**config.mk**
```make
export PLATFORM = sky130hd
export DESIGN_NAME = cpu_bus_arbiter
export DESIGN_NICKNAME = d
export VERILOG_FILES = /design/src/rtl/cpu_bus_arbiter.sv
export SDC_FILE = /design/constraint.sdc
export NUM_CORES = 1
export LEC_CHECK = 0
export BUFFER_PORTS_ARGS = -buffer_cell sky130_fd_sc_hd__buf_2
export CAP_MARGIN = 10
export CORE_AREA = 2 2 143 145
export DETAILED_ROUTE_END_ITERATION = 10
export DIE_AREA = 0 0 145 147
export GPL_TIMING_DRIVEN = 0
export PLACE_DENSITY = 0.62
export SLEW_MARGIN = 10
export SYNTH_ARGS = -nofsm -noshare
export SYNTH_HDL_FRONTEND = slang
export SYNTH_SLANG_ARGS = --single-unit
```
**constraint.sdc**
```tcl
create_clock -name i_clock -period 2.85 [get_ports i_clock]
set_input_delay 0.57 -clock i_clock [delete_from_list [all_inputs] [get_ports i_clock]]
set_output_delay 0.57 -clock i_clock [all_outputs]
set_load 0.005 [all_outputs]
```
**src/rtl/cpu_bus_arbiter.sv**
```systemverilog
// Two-port arbiter that shares one CPU memory bus between instruction fetch (A) and data (B).
// Define CPU_BUS_ARBITER_ROUND_ROBIN_EN to resolve simultaneous requests with a rotating pointer.
module cpu_bus_arbiter #(
  parameter int unsigned PRIORITY_B  = 0,
  parameter int unsigned COUNT_WIDTH = 32
) (
  input  logic                   i_clock,
  input  logic                   i_reset,
  input  logic                   i_pa_rw,
  input  logic                   i_pa_request,
  output logic                   o_pa_ready,
  input  logic [31:0]            i_pa_address,
  output logic [31:0]            o_pa_rdata,
  input  logic [31:0]            i_pa_wdata,
  input  logic                   i_pb_rw,
  input  logic                   i_pb_request,
  output logic                   o_pb_ready,
  input  logic [31:0]            i_pb_address,
  output logic [31:0]            o_pb_rdata,
  input  logic [31:0]            i_pb_wdata,
  output logic                   o_bus_rw,
  output logic                   o_bus_request,
  input  logic                   i_bus_ready,
  output logic [31:0]            o_bus_address,
  input  logic [31:0]            i_bus_rdata,
  output logic [31:0]            o_bus_wdata,
  output logic [1:0]             o_grant,
  output logic [COUNT_WIDTH-1:0] o_pa_count,
  output logic [COUNT_WIDTH-1:0] o_pb_count
);

  typedef enum logic [1:0] {
    IDLE    = 2'd0,
    GRANT_A = 2'd1,
    GRANT_B = 2'd2
  } state_t;

  state_t                 state_q, state_d;
  logic [1:0]             grant_q, grant_d;
  logic [COUNT_WIDTH-1:0] pa_count_q, pa_count_d;
  logic [COUNT_WIDTH-1:0] pb_count_q, pb_count_d;
  logic                   prefer_b;
  logic                   win_b;

`ifdef CPU_BUS_ARBITER_ROUND_ROBIN_EN
  // rr_q names the port preferred on the next tie (0 = A, 1 = B).
  logic rr_q, rr_d;
  assign prefer_b = rr_q;
`else
  assign prefer_b = (PRIORITY_B != 0);
`endif

  assign win_b = i_pb_request & (~i_pa_request | prefer_b);

  always_comb begin
    state_d    = state_q;
    pa_count_d = pa_count_q;
    pb_count_d = pb_count_q;
`ifdef CPU_BUS_ARBITER_ROUND_ROBIN_EN
    rr_d       = rr_q;
`endif
    case (state_q)
      IDLE: begin
        if (i_pa_request || i_pb_request) begin
          state_d = win_b ? GRANT_B : GRANT_A;
        end
      end
      GRANT_A: begin
        if (i_bus_ready) begin
          state_d    = IDLE;
          pa_count_d = pa_count_q + COUNT_WIDTH'(1);
`ifdef CPU_BUS_ARBITER_ROUND_ROBIN_EN
          rr_d       = 1'b1;
`endif
        end else if (!i_pa_request) begin
          state_d = IDLE;
        end
      end
      GRANT_B: begin
        if (i_bus_ready) begin
          state_d    = IDLE;
          pb_count_d = pb_count_q + COUNT_WIDTH'(1);
`ifdef CPU_BUS_ARBITER_ROUND_ROBIN_EN
          rr_d       = 1'b0;
`endif
        end else if (!i_pb_request) begin
          state_d = IDLE;
        end
      end
      default: state_d = IDLE;
    endcase
    grant_d = {state_d == GRANT_B, state_d == GRANT_A};
  end

  always_ff @(posedge i_clock or posedge i_reset) begin
    if (i_reset) begin
      state_q    <= IDLE;
      grant_q    <= 2'b00;
      pa_count_q <= '0;
      pb_count_q <= '0;
`ifdef CPU_BUS_ARBITER_ROUND_ROBIN_EN
      rr_q       <= 1'b0;
`endif
    end else begin
      state_q    <= state_d;
      grant_q    <= grant_d;
      pa_count_q <= pa_count_d;
      pb_count_q <= pb_count_d;
`ifdef CPU_BUS_ARBITER_ROUND_ROBIN_EN
      rr_q       <= rr_d;
`endif
    end
  end

  // The bus follows the owner combinationally so an abort drops o_bus_request in the same cycle.
  always_comb begin
    o_bus_rw      = 1'b0;
    o_bus_request = 1'b0;
    o_bus_address = '0;
    o_bus_wdata   = '0;
    o_pa_ready    = 1'b0;
    o_pa_rdata    = '0;
    o_pb_ready    = 1'b0;
    o_pb_rdata    = '0;
    case (state_q)
      GRANT_A: begin
        o_bus_rw      = i_pa_rw;
        o_bus_request = i_pa_request;
        o_bus_address = i_pa_address;
        o_bus_wdata   = i_pa_wdata;
        o_pa_ready    = i_bus_ready;
        o_pa_rdata    = i_bus_rdata;
      end
      GRANT_B: begin
        o_bus_rw      = i_pb_rw;
        o_bus_request = i_pb_request;
        o_bus_address = i_pb_address;
        o_bus_wdata   = i_pb_wdata;
        o_pb_ready    = i_bus_ready;
        o_pb_rdata    = i_bus_rdata;
      end
      default: ;
    endcase
  end

  assign o_grant    = grant_q;
  assign o_pa_count = pa_count_q;
  assign o_pb_count = pb_count_q;

endmodule
```
== Word level (Yosys, flattened, before mapping) ==
Index checks and enable logic that the tools add are counted.

* Memories: 0
* Logic and storage cells: 31
* RAM bits: 0
* Input port bits: 167
* Bits in latches: 0
* Register bits: 68
* Memory bits (read-only): 0

* $mul: 0
* Mux-type cells: 15
* Divide/modulo/power cells: 0
* Add/subtract/negate cells: 2
* Reductions and logical operators: 4
* Shift operators: 0
* Order comparisons: 0
* Eq/ne operators: 4
* Bitwise operators: 2

{| class="wikitable"
|+ Operators with widths
! operator !! number
|-
| case mux 32 bit (2 select lines) || 2
|-
| adder 32 x 1 -> 32 bit (second input constant) || 2
|-
| two-way mux 32 bit || 2
|-
| two-way mux 2 bit || 6
|-
| case mux 2 bit (3 select lines) || 1
|-
| == test 2 x 1 -> 1 bit (second input constant) || 2
|-
| == test 2 bit (second input constant) || 2
|-
| case mux 1 bit (2 select lines) || 2
|-
| AND reduction 2 bit || 2
|-
| zero test 2 bit || 1
|-
| two-way mux 1 bit || 2
|-
| bitwise AND 1 bit || 1
|-
| logical OR 1 bit || 1
|-
| inverter 1 bit || 1
|}

== Longest topological paths before layout ==
Gate-level depths: netlist of the first run.

* Depth in word-level cells: 6
* Gate-level depth with buffers: 8
* Depth with buffers taken out: 6

== Worst setup path after synthesis of the first run ==
No wires, ideal clock.

* Kind: register to output
* Start: register state_q[0]
* End: output port o_pb_rdata[10]
* Setup slack: 0.885 ns
* Buffers on the path: 3
* Arrival time: 1.395 ns
* Data required time: 2.280 ns
* Stages on the path, launching flop included: 7
* Path through: dfrtp_1 -> inv_1 -> ha_1 -> buf_4 -> clkbuf_1 -> clkbuf_1 -> and2_1

* Longest elaborated chain between the ends: 2

{| class="wikitable"
|+ Ends and longest elaborated chain
! element !! line !! RTL
|-
| start: declaration || 38 || <nowiki>state_t state_q, state_d;</nowiki>
|-
| start signal: assignment || 105 || <nowiki>state_q <= state_d;</nowiki>
|-
| == test 2 bit || 125 || <nowiki>case (state_q)</nowiki>
|-
| two-way mux 32 bit || 125 ||
|-
| end: declaration || 19 || <nowiki>output logic [31:0] o_pb_rdata,</nowiki>
|}

No other way between the ends.

== Worst setup path after layout of the first run ==
* Start: register state_q[0]
* End: output port o_bus_wdata[12]

* Longest elaborated chain between the ends: 2
* Elaborated cells between the ends (all ways): 3
* Those cells by class: eq/ne (2); mux (1)

{| class="wikitable"
|+ Ends and longest elaborated chain
! element !! line !! RTL
|-
| == test 2 bit / == test 2 x 1 -> 1 bit (equally long branches) || 125 ||
|-
| case mux 32 bit (2 select lines) * || 125 ||
|-
| end: declaration || 26 || <nowiki>output logic [31:0] o_bus_wdata,</nowiki>
|}

Mark *: on every way between the ends. The rest lies on a longest branch, timed or not.

==> results.py, run 1 <==
metrics = {
    "critical_path": {
        "max_stage_delay_ns": 0.42,
        "worstPathMaxFanout": 10,
        "path_class": "reg -> out",
        "start_kind": "flop",
        "path_delay_family": "buffers and inverters",
        "crit_start": "state_q[0]$_DFF_PP0_",
        "cp.required_ns": 2.28,
        "rr_startpoint": "state_q[1]$_DFF_PP0_",
        "cp_num_buf_inv": 4,
        "timing.critical_path.cells": "inv_1 > ha_1 > buf_4 > clkbuf_2 > a22oi_1 > nor2b_1 > buf_2",
        "crit_slowest_cell": "a22oi_1",
        "worstPathArrival_ns": 2.19,
        "cp-end-kind": "output port",
    },
    "logic_synthesis": {
        "yosysWarningCount": 0,
        "synth.area.top_cells": "dfrtp_1 36%, a22oi_1 11%, and2_1 8.9%",
        "ys_types": 35,
        "yosys.area_share.adder_pct": 1.60,
        "syn_inst": 504,
        "synth_top_family_by_area": "simple AND/OR/NAND/NOR gates",
        "synth_top_area_share_pct": 36.3,
        "synth-xor-area-share_pct": 11.6,
        "syn_avg_cell_area_um2": 9.30,
        "syn-cell-area_um2": 4690,
        "yosysSeqAreaShare_pct": 36.3,
        "synth-seq-cells": 68,
        "synthesis.nets": 677,
        "yosys.area.top_type": "dfrtp_1",
        "synth_mux_area_share_pct": 0.481,
        "synth_compound_area_share_pct": 11.1,
        "synthSimpleGateAreaFrac_pct": 34.6,
    },
    "die": {
        "coreArea_um2": 19800,
        "num_rows": 52,
        "die_w_um": 145,
        "start_util_pct": 23.6,
        "die_h_um": 147,
        "die_area_um2": 21300,
        "io_pins": 365,
    },
    "detailed_routing": {
        "finalWirelength_um": 21200,
        "wl_met1_um": 8940,
        "vias": 5240,
        "wl_per_cell_um": 18.4,
        "met2_length_um": 10300,
        "top_layer_used": "met5",
        "dr_wl_met3_um": 1460,
        "drt_iter0_drc": 136,
        "routed_via_density": 4.53,
        "drc": 0,
        "firstDrtPassIters": 5,
        "postRouteAntennaNets": 0,
    },
    "placement": {
        "dp_hpwl_um": 17800,
        "post-place-ws_ns": 0.0898,
        "placed_area_um2": 6870,
        "io_buffers": 364,
        "gp_congestion": 0.852,
    },
    "final_layout": {
        "areaGrowthSynthToFinish_pct": 54.5,
        "postLayoutCellArea_um2": 7240,
        "fin_nets": 1053,
        "n_fill_cell": 2102,
        "layout-drive-gt1-share_pct": 47.7,
        "fin_util_pct": 36.5,
    },
    "clocking": {
        "numCtsBuffers": 9,
        "clk_path_buf_depth": 2,
        "clkTransAtPathRegs_ns": 0.06,
        "cts-htree-levels": 3,
        "cts_hold_buffers": 0,
        "clk-insertion-delay-late_ns": 0.33,
        "clockRootBuffer": "clkbuf_16",
        "cts_tree": "done",
        "cts_sinks": 68,
        "cts-resized-gates": 6,
        "cts_setup_buffers": 0,
    },
    "timing": {
        "timing.hold.ws_ns": 0.220,
        "period_share_pct": 96.7,
        "layout_setup_ws_ns": 0.0945,
        "fin_crit_ns": 2.76,
        "max_freq_mhz": 363,
        "skew_ns": 0.00922,
        "tightest_slew_ns": 0.712,
        "hold_violations": 0,
        "setup-violations-final": 0,
        "rsz0062_at_grt": "true",
        "max-slew-margin-rel_pct": 52.4,
        "drv_slew": 0,
    },
    "pwr": {
        "pwr-share-comb_pct": 48.2,
        "p_clk_share_pct": 27.9,
        "power_density_nw_per_um2": 645,
        "p_seq_share_pct": 23.9,
        "p_int_uw": 2910,
        "p_sw_uw": 1760,
        "sw_frac_of_total_pct": 37.7,
        "totalPowerFinal_uw": 4670,
        "irDropWorstVdd_v": 0.000263,
        "leakagePower_uw": 0.00398,
    },
    "min_path": {
        "hp-class": "in -> async",
    },
    "global_routing": {
        "antenna_found_initial": 5,
        "grt_max_degree": 44,
        "grt_pass1_wl_um": 30700,
        "grt_usage_pct": 19.0,
        "grt_pass1_vias": 4954,
        "grt_overflow": 0,
    },
    "job": {
        "cap_violations": 0,
    },
    "status": {
        "outcome": "completed",
    },
}
## worst reg2reg max path: stages (launching register included)
cell and delay [ns]:
dfrtp_1 0.43, inv_1 0.10, ha_1 0.14, buf_2 0.26
nand2_1 0.22, nor3_2 0.62, nand4_1 0.21, xnor2_1 0.16
## worst paths after layout
kind	to	slack [ns]	cells after the start
setup / recovery	o_bus_wdata[12]	0.09	7
hold / removal	o_pb_count[28]$_DFFE_PP0P_	0.22	2
setup reg to reg	o_pa_count[25]$_DFFE_PP0P_	0.61	7
hold reg to reg	o_pa_count[31]$_DFFE_PP0P_	0.47	1
max in group asynchronous	o_pa_count[3]$_DFFE_PP0P_	2.09	3
min in group i_clock	o_pa_count[31]$_DFFE_PP0P_	0.47	1
## layer usage
layer | vias to the layer above | track usage (%)
met5 | - | 0
met4 | 4 | 5.15
met3 | 29 | 5.06
met2 | 203 | 31.5
met1 | 2494 | 24.5
li1 | 2510 | -
## stage by stage
stage | TNS, ns | cells
after floorplan | 0 | 504
after global placement | -24.75 | 1138
after detailed placement | 0 | 1139
after CTS | 0 | 1155
after global routing | -0.748 | 1155
final | 0 | 1156
## kinds of logic (layout without fill, tap and decap cells)
| family | Yosys count | count (layout) |
|---|---|---|
| DFF | 68 | 68 |
| AOI/OAI and AO/OA | 70 | 70 |
| buffers and inverters | 46 | 427 |
| and+or+nand+nor | 250 | 250 |
| muxes | 2 | 2 |
| other | 0 | 1 |
| adders and majority gates | 6 | 6 |
| xor gates and xnor gates | 62 | 62 |
## cells in the mapped netlist, drive strengths merged
cell type	number
nor3b	4
xnor2	36
and4	6
nor2b	66
and2	67
clkbuf	23
xor2	26
dfrtp	68
buf	11
o22ai	2
nand4	21
mux2	2
nand2b	1
inv	12
nor4b	1
nor4	12
nand2	21
nand3	20
nor3	10
ha	6
o21ai	1
and3	9
a22oi	67
nor2	12
## state kept, by name (all words and copies together) (netlist names)
name        count
o_pa_count     32
state_q         2
o_pb_count     32
o_grant         2
## layout by cell type, fill, tap and decap left out, types with 11 or more instances in the layout
master / synthesis / layout
inv_1: 12 / 11
xor2_1: 26 / 26
xnor2_1: 36 / 36
a22oi_1: 67 / 67
nor2_1: 12 / 12
nand3_1: 19 / 19
dfrtp_1: 68 / 68
nand4_1: 18 / 18
buf_2: 1 / 366
and2_1: 67 / 67
nand2_1: 21 / 21
clkbuf_1: 23 / 14
nor2b_1: 66 / 64
## power by group through the flow
stage                     combinational, uW  sequential, uW  clock [uW]
after global placement                 2230            1130           0
after floorplan                        1170            1130           0
after CTS                              2260            1120        1340
after global routing                   2470            1130        1380
final                                  2250            1120        1300
after detailed placement               2250            1130           0
## final cells by class
| type | count | area, um^2 | area share (%) |
|---|---|---|---|
| multi-input combinational | 390 | 2790 | 38.5 |
| timing repair buffer | 365 | 1840 | 25.4 |
| sequential | 68 | 1700 | 23.5 |
| tap | 270 | 338 | 4.67 |
| clock buffer | 9 | 225 | 3.11 |
| buffer | 34 | 171 | 2.37 |
| clock inverter | 7 | 124 | 1.71 |
| inverter | 12 | 47.5 | 0.657 |
| antenna | 1 | 2.50 | 0.0346 |
Note: power is estimated with default switching activity, not from simulation.
==> run 2, diff against run 1 <==
- PLACE_DENSITY: 0.62 -> 0.58
==> results.py, run 2 (synthesized netlist as in run 1, its figures left out) <==
metrics = {
    "min_path": {
        "hp-class": "in -> async",
    },
    "placement": {
        "placedCellCount": 1139,
        "io_buffers": 364,
        "post-place-ws_ns": 0.0621,
        "gp_congestion": 0.877,
        "dp_hpwl_um": 17400,
    },
    "global_routing": {
        "grt_overflow": 0,
        "antenna_found_initial": 2,
        "grt_usage_pct": 18.8,
        "grt_pass1_wl_um": 30300,
        "grt_pass1_vias": 4829,
        "grt_max_degree": 48,
    },
    "die": {
        "die_area_um2": 21300,
        "coreArea_um2": 19800,
        "num_rows": 52,
        "start_util_pct": 23.6,
        "die_w_um": 145,
        "die_h_um": 147,
        "io_pins": 365,
    },
    "timing": {
        "layout_setup_ws_ns": 0.140,
        "hold_violations": 0,
        "tightest_slew_ns": 0.688,
        "max_freq_mhz": 369,
        "drv_slew": 0,
        "setup-violations-final": 0,
        "fin_crit_ns": 2.71,
        "timing.hold.ws_ns": 0.202,
        "period_share_pct": 95.1,
        "rsz0062_at_grt": "false",
        "max-slew-margin-rel_pct": 53.9,
        "skew_ns": 0.00967,
    },
    "final_layout": {
        "multi_input_area_um2": 2800,
        "final_cell_mix": "369 x buf_2, 68 x dfrtp_1, 67 x and2_1, 67 x a22oi_1, 62 x nor2b_1",
        "layout_commonest_cell": "buf_2",
        "fin_cells": 1154,
        "fin_nets": 1052,
        "diodes": 0,
        "layout-drive-gt1-share_pct": 48.9,
        "regArea_um2": 1700,
        "fin_util_pct": 36.2,
        "n_fill_cell": 2096,
        "areaGrowthSynthToFinish_pct": 53.5,
    },
    "critical_path": {
        "rr_endpoint": "o_pa_count[31]$_DFFE_PP0P_",
        "rrSetupSlack_ns": 0.63,
        "path_class": "reg -> out",
        "max_stage_delay_ns": 0.41,
        "worstPathMaxFanout": 10,
        "cp.required_ns": 2.28,
        "rr_startpoint": "state_q[1]$_DFF_PP0_",
        "timing.critical_path.cells": "inv_1 > ha_1 > buf_4 > clkbuf_2 > a22oi_1 > nor2b_1 > buf_2",
        "crit_slowest_cell": "dfrtp_1",
        "cp-end-kind": "output port",
        "start_kind": "flop",
        "worstPathArrival_ns": 2.14,
        "reg2regPathDepth": 7,
    },
    "clocking": {
        "cts_hold_buffers": 0,
        "cts_tree": "done",
        "numCtsBuffers": 9,
        "clk_path_buf_depth": 2,
        "cts_sinks": 68,
        "clk-insertion-delay-late_ns": 0.33,
        "clockRootBuffer": "clkbuf_16",
        "clkTransAtPathRegs_ns": 0.05,
        "cts-htree-levels": 3,
        "cts_setup_buffers": 0,
    },
    "pwr": {
        "leakagePower_uw": 0.00397,
        "sw_frac_of_total_pct": 39.8,
        "p_int_uw": 2680,
        "power_density_nw_per_um2": 619,
        "p_sw_uw": 1770,
        "pwr-share-comb_pct": 51.4,
        "p_seq_share_pct": 25.2,
        "p_clk_share_pct": 23.4,
        "irDropWorstVdd_v": 0.000290,
        "totalPowerFinal_uw": 4450,
    },
    "detailed_routing": {
        "vias": 5208,
        "firstDrtPassIters": 4,
        "postRouteAntennaNets": 0,
        "drc": 0,
        "drt_iter0_drc": 188,
        "finalWirelength_um": 20800,
        "wl_per_cell_um": 18.0,
        "routed_via_density": 4.51,
    },
    "status": {
        "outcome": "completed",
    },
    "job": {
        "cap_violations": 0,
    },
}
run 2: cell types whose count changed in the layout (fill, tap and decap cells not counted), sizes merged:
cell / change
bufinv: -3
buf: +1
clkinvlp: +2
clkinv: -1
diode: -1
run 2: metal layers:
layer,global-route usage (%),vias to the layer above,part of all wire [%],wire [um]
met2,31.8,187,50,10400
met5,0,-,0.062,13
li1,-,2512,-,-
met1,25.1,2491,43,9040
met4,3.32,2,0.82,170
met3,4.01,16,5.6,1160
run 2: stage by stage:
step / setup TNS, ns / instance area [um^2]
global route: 0 / 7190
floorplan: 0 / 4690
detailed placement: 0 / 6880
finish: 0 / 7190
global placement: -25.26 / 6850
CTS: 0 / 7160
run 2: critical path, delay by kind of cell (launching register included):
kind,cells,cell delay (ns)
simple gates,1,0.30
fa+ha+maj,1,0.20
compound gates,1,0.13
flops,1,0.41
buf+inv,4,0.76
run 2: timing repair:
action,4_1_cts,5_1_grt
pin swaps,0,0
gates resized for setup,10,27
setup endpoints to repair,94,73
run 2: cell type report:
| cell class | instances | share of cell area, % |
|---|---|---|
| buffer | 33 | 2.51 |
| sequential | 68 | 23.7 |
| inverter | 12 | 0.661 |
| clock inverter | 5 | 0.505 |
| clock buffer | 11 | 3.38 |
| tap | 270 | 4.70 |
| multi-input combinational | 390 | 38.9 |
| timing repair buffer | 365 | 25.7 |
run 2: worst max path at each step:
stage / from / end / depth (start not counted)
finish: state_q[0]$_DFF_PP0_ / o_bus_address[30] / 7
floorplan: i_reset / o_grant[0]$_DFF_PP0_ / 1
detailed placement: state_q[0]$_DFF_PP0_ / o_bus_address[16] / 7
global route: state_q[0]$_DFF_PP0_ / o_bus_address[30] / 7
CTS: state_q[0]$_DFF_PP0_ / o_bus_address[16] / 5
global placement: i_reset / o_pa_count[12]$_DFFE_PP0P_ / 2
run 2: power groups by stage:
stage	sequential (uW)	clock [uW]	combinational, uW
2_1_floorplan	1130	0	1170
3_3_place_gp	1140	0	2250
3_5_place_dp	1140	0	2270
4_1_cts	1120	1080	2280
5_1_grt	1140	1120	2520
6_report	1120	1040	2290
==> run 3, diff against run 2 <==
- ABC_AREA: not set -> 1
- CAP_MARGIN: 10 -> 0
- CORE_AREA: 2 2 143 145 -> 2 2 141 143
- DIE_AREA: 0 0 145 147 -> 0 0 143 145
- PLACE_DENSITY: 0.58 -> 0.62
==> results.py, run 3 <==
metrics = {
    "status": {
        "outcome": "completed",
    },
    "logic_synthesis": {
        "syn_avg_cell_area_um2": 6.29,
        "async_flop_share_pct": 100,
        "syn-cell-area_um2": 5230,
        "synthesis.nets": 1004,
        "synth_top_area_share_pct": 32.5,
        "yosysMostFrequentCell": "nand2_1",
        "syn_inst": 831,
        "ys_types": 31,
        "synthFlopType": "dfrtp_1",
        "ys_top_cells_by_count": "326 x nand2_1, 128 x inv_1, 68 x dfrtp_1",
        "synth.area.top_cells": "dfrtp_1 33%, nand2_1 23%, inv_1 9.2%",
        "yosysSeqAreaShare_pct": 32.5,
        "yosys.area.top_type": "dfrtp_1",
        "yosysWarningCount": 0,
        "synth-seq-cells": 68,
        "synth-edff-count": 0,
    },
    "final_layout": {
        "multi_input_area_um2": 2910,
        "layout-drive-gt1-share_pct": 35.1,
        "layout_commonest_cell": "buf_2",
        "postLayoutCellArea_um2": 7730,
        "fin_nets": 1380,
        "final_cell_mix": "371 x buf_2, 326 x nand2_1, 127 x inv_1",
        "areaGrowthSynthToFinish_pct": 47.9,
        "fin_util_pct": 40.3,
        "regArea_um2": 1700,
        "n_fill_cell": 2136,
    },
    "timing": {
        "fin_crit_ns": 2.73,
        "max-slew-margin-rel_pct": 59.4,
        "rsz0062_at_grt": "true",
        "skew_ns": 0.00524,
        "setup-violations-final": 0,
        "setup_tns_ns": 0,
        "hold_violations": 0,
        "period_share_pct": 95.9,
        "max_freq_mhz": 366,
        "drv_slew": 0,
        "tightest_slew_ns": 0.609,
    },
    "critical_path": {
        "timing.critical_path.cells": "inv_1 > ha_1 > buf_2 > buf_2 > buf_2 > nand2_1 > inv_1 > buf_2",
        "crit_slowest_cell": "dfrtp_1",
        "start_kind": "flop",
        "worstPathMaxFanout": 10,
        "max_stage_delay_ns": 0.41,
        "crit_path_frequent_cell": "buf_2",
        "worstPathArrival_ns": 2.16,
        "path_class": "reg -> out",
        "cp.required_ns": 2.28,
        "cp-end-kind": "output port",
    },
    "min_path": {
        "hp-class": "in -> async",
    },
    "detailed_routing": {
        "routed_via_density": 4.54,
        "finalWirelength_um": 24300,
        "drc": 0,
        "drt_iter0_drc": 366,
        "postRouteAntennaNets": 0,
        "firstDrtPassIters": 5,
        "wl_per_cell_um": 16.4,
        "vias": 6724,
    },
    "clocking": {
        "cts_tree": "done",
        "clockRootBuffer": "clkbuf_16",
        "clk-insertion-delay-late_ns": 0.33,
        "clk_path_buf_depth": 2,
        "cts-resized-gates": 6,
        "clkTransAtPathRegs_ns": 0.05,
        "numCtsBuffers": 9,
        "cts_sinks": 68,
        "cts_setup_buffers": 0,
        "cts_hold_buffers": 0,
        "cts-htree-levels": 3,
    },
    "global_routing": {
        "antenna_found_initial": 8,
        "grt_overflow": 0,
        "grt_usage_pct": 22.4,
        "grt_pass1_vias": 5983,
        "grt_pass1_wl_um": 35500,
        "grt_max_degree": 37,
    },
    "pwr": {
        "leakagePower_uw": 0.00470,
        "power_density_nw_per_um2": 597,
        "irDropWorstVdd_v": 0.000296,
    },
    "die": {
        "num_rows": 51,
        "io_pins": 365,
        "die_h_um": 145,
        "die_w_um": 143,
        "die_area_um2": 20700,
        "start_util_pct": 27.2,
        "coreArea_um2": 19200,
    },
    "placement": {
        "dp_hpwl_um": 20100,
        "io_buffers": 364,
        "gp_congestion": 0.957,
        "placed_area_um2": 7400,
    },
    "job": {
        "cap_violations": 0,
    },
}
-- run 3: layout make-up --
class,instances,area share [%]
Inverter,131,6.49
Sequential cell,68,22.0
Clock inverter,3,0.582
Timing Repair Buffer,365,23.8
Antenna cell,3,0.0971
Buffer,29,1.78
Clock buffer,13,3.37
Multi-Input combinational cell,603,37.6
Tap cell,265,4.29
-- run 3: per-layer routing --
metal / track usage, % / wire length [um] / up-vias
li1: - / - / 3301
met1: 30.3 / 10400 / 3082
met2: 35.1 / 11100 / 297
met3: 6.40 / 2430 / 38
met4: 5.54 / 394 / 6
met5: 0 / 29 / -
-- run 3: power by group --
part | switching (uW) | total, uW | internal, uW
clock | 412 | 1140 | 726
combinational | 1520 | 2340 | 818
sequential | 95.9 | 1140 | 1040
total | 2030 | 4620 | 2590
-- run 3: cell families after synthesis --
family | share of synthesized area (%)
simple gates | 40.6
buf+inv | 11.9
compound gates | 6.82
flops | 32.5
xor+xnor | 6.70
fa+ha+maj | 1.44
-- run 3: critical path: cells and delay by family (launching register included) --
kind                     cells  cell delay (ns)
adder cells (fa/ha/maj)      1             0.14
buffers and inverters        6             1.11
flip-flops                   1             0.41
AND/OR/NAND/NOR              1             0.18
-- run 3: worst paths after layout --
check | startpoint | endpoint | slack (ns) | depth (start not counted)
max in group asynchronous | i_reset | state_q[0]$_DFF_PP0_ | 2.05 | 3
min in group i_clock | o_pb_count[31]$_DFFE_PP0P_ | o_pb_count[31]$_DFFE_PP0P_ | 0.49 | 2
worst min register to register | o_pb_count[31]$_DFFE_PP0P_ | o_pb_count[31]$_DFFE_PP0P_ | 0.49 | 2
worst max-delay path | state_q[0]$_DFF_PP0_ | o_pb_rdata[2] | 0.12 | 8
worst min-delay path | i_reset | o_pb_count[26]$_DFFE_PP0P_ | 0.26 | 2
worst max register to register | state_q[0]$_DFF_PP0_ | o_pb_count[28]$_DFFE_PP0P_ | 0.96 | 10
-- run 3: stage by stage --
stage / cells / setup slack [ns] / power, uW / hold WS [ns]
after floorplan: 831 / 0.568 / 2300 / 0.484
after global placement: 1460 / -0.418 / 3470 / 0.482
after detailed placement: 1461 / 0.109 / 3480 / 0.488
after CTS: 1477 / 0.0367 / 4650 / 0.256
after global routing: 1477 / -0.00514 / 4940 / 0.289
final: 1480 / 0.116 / 4620 / 0.257
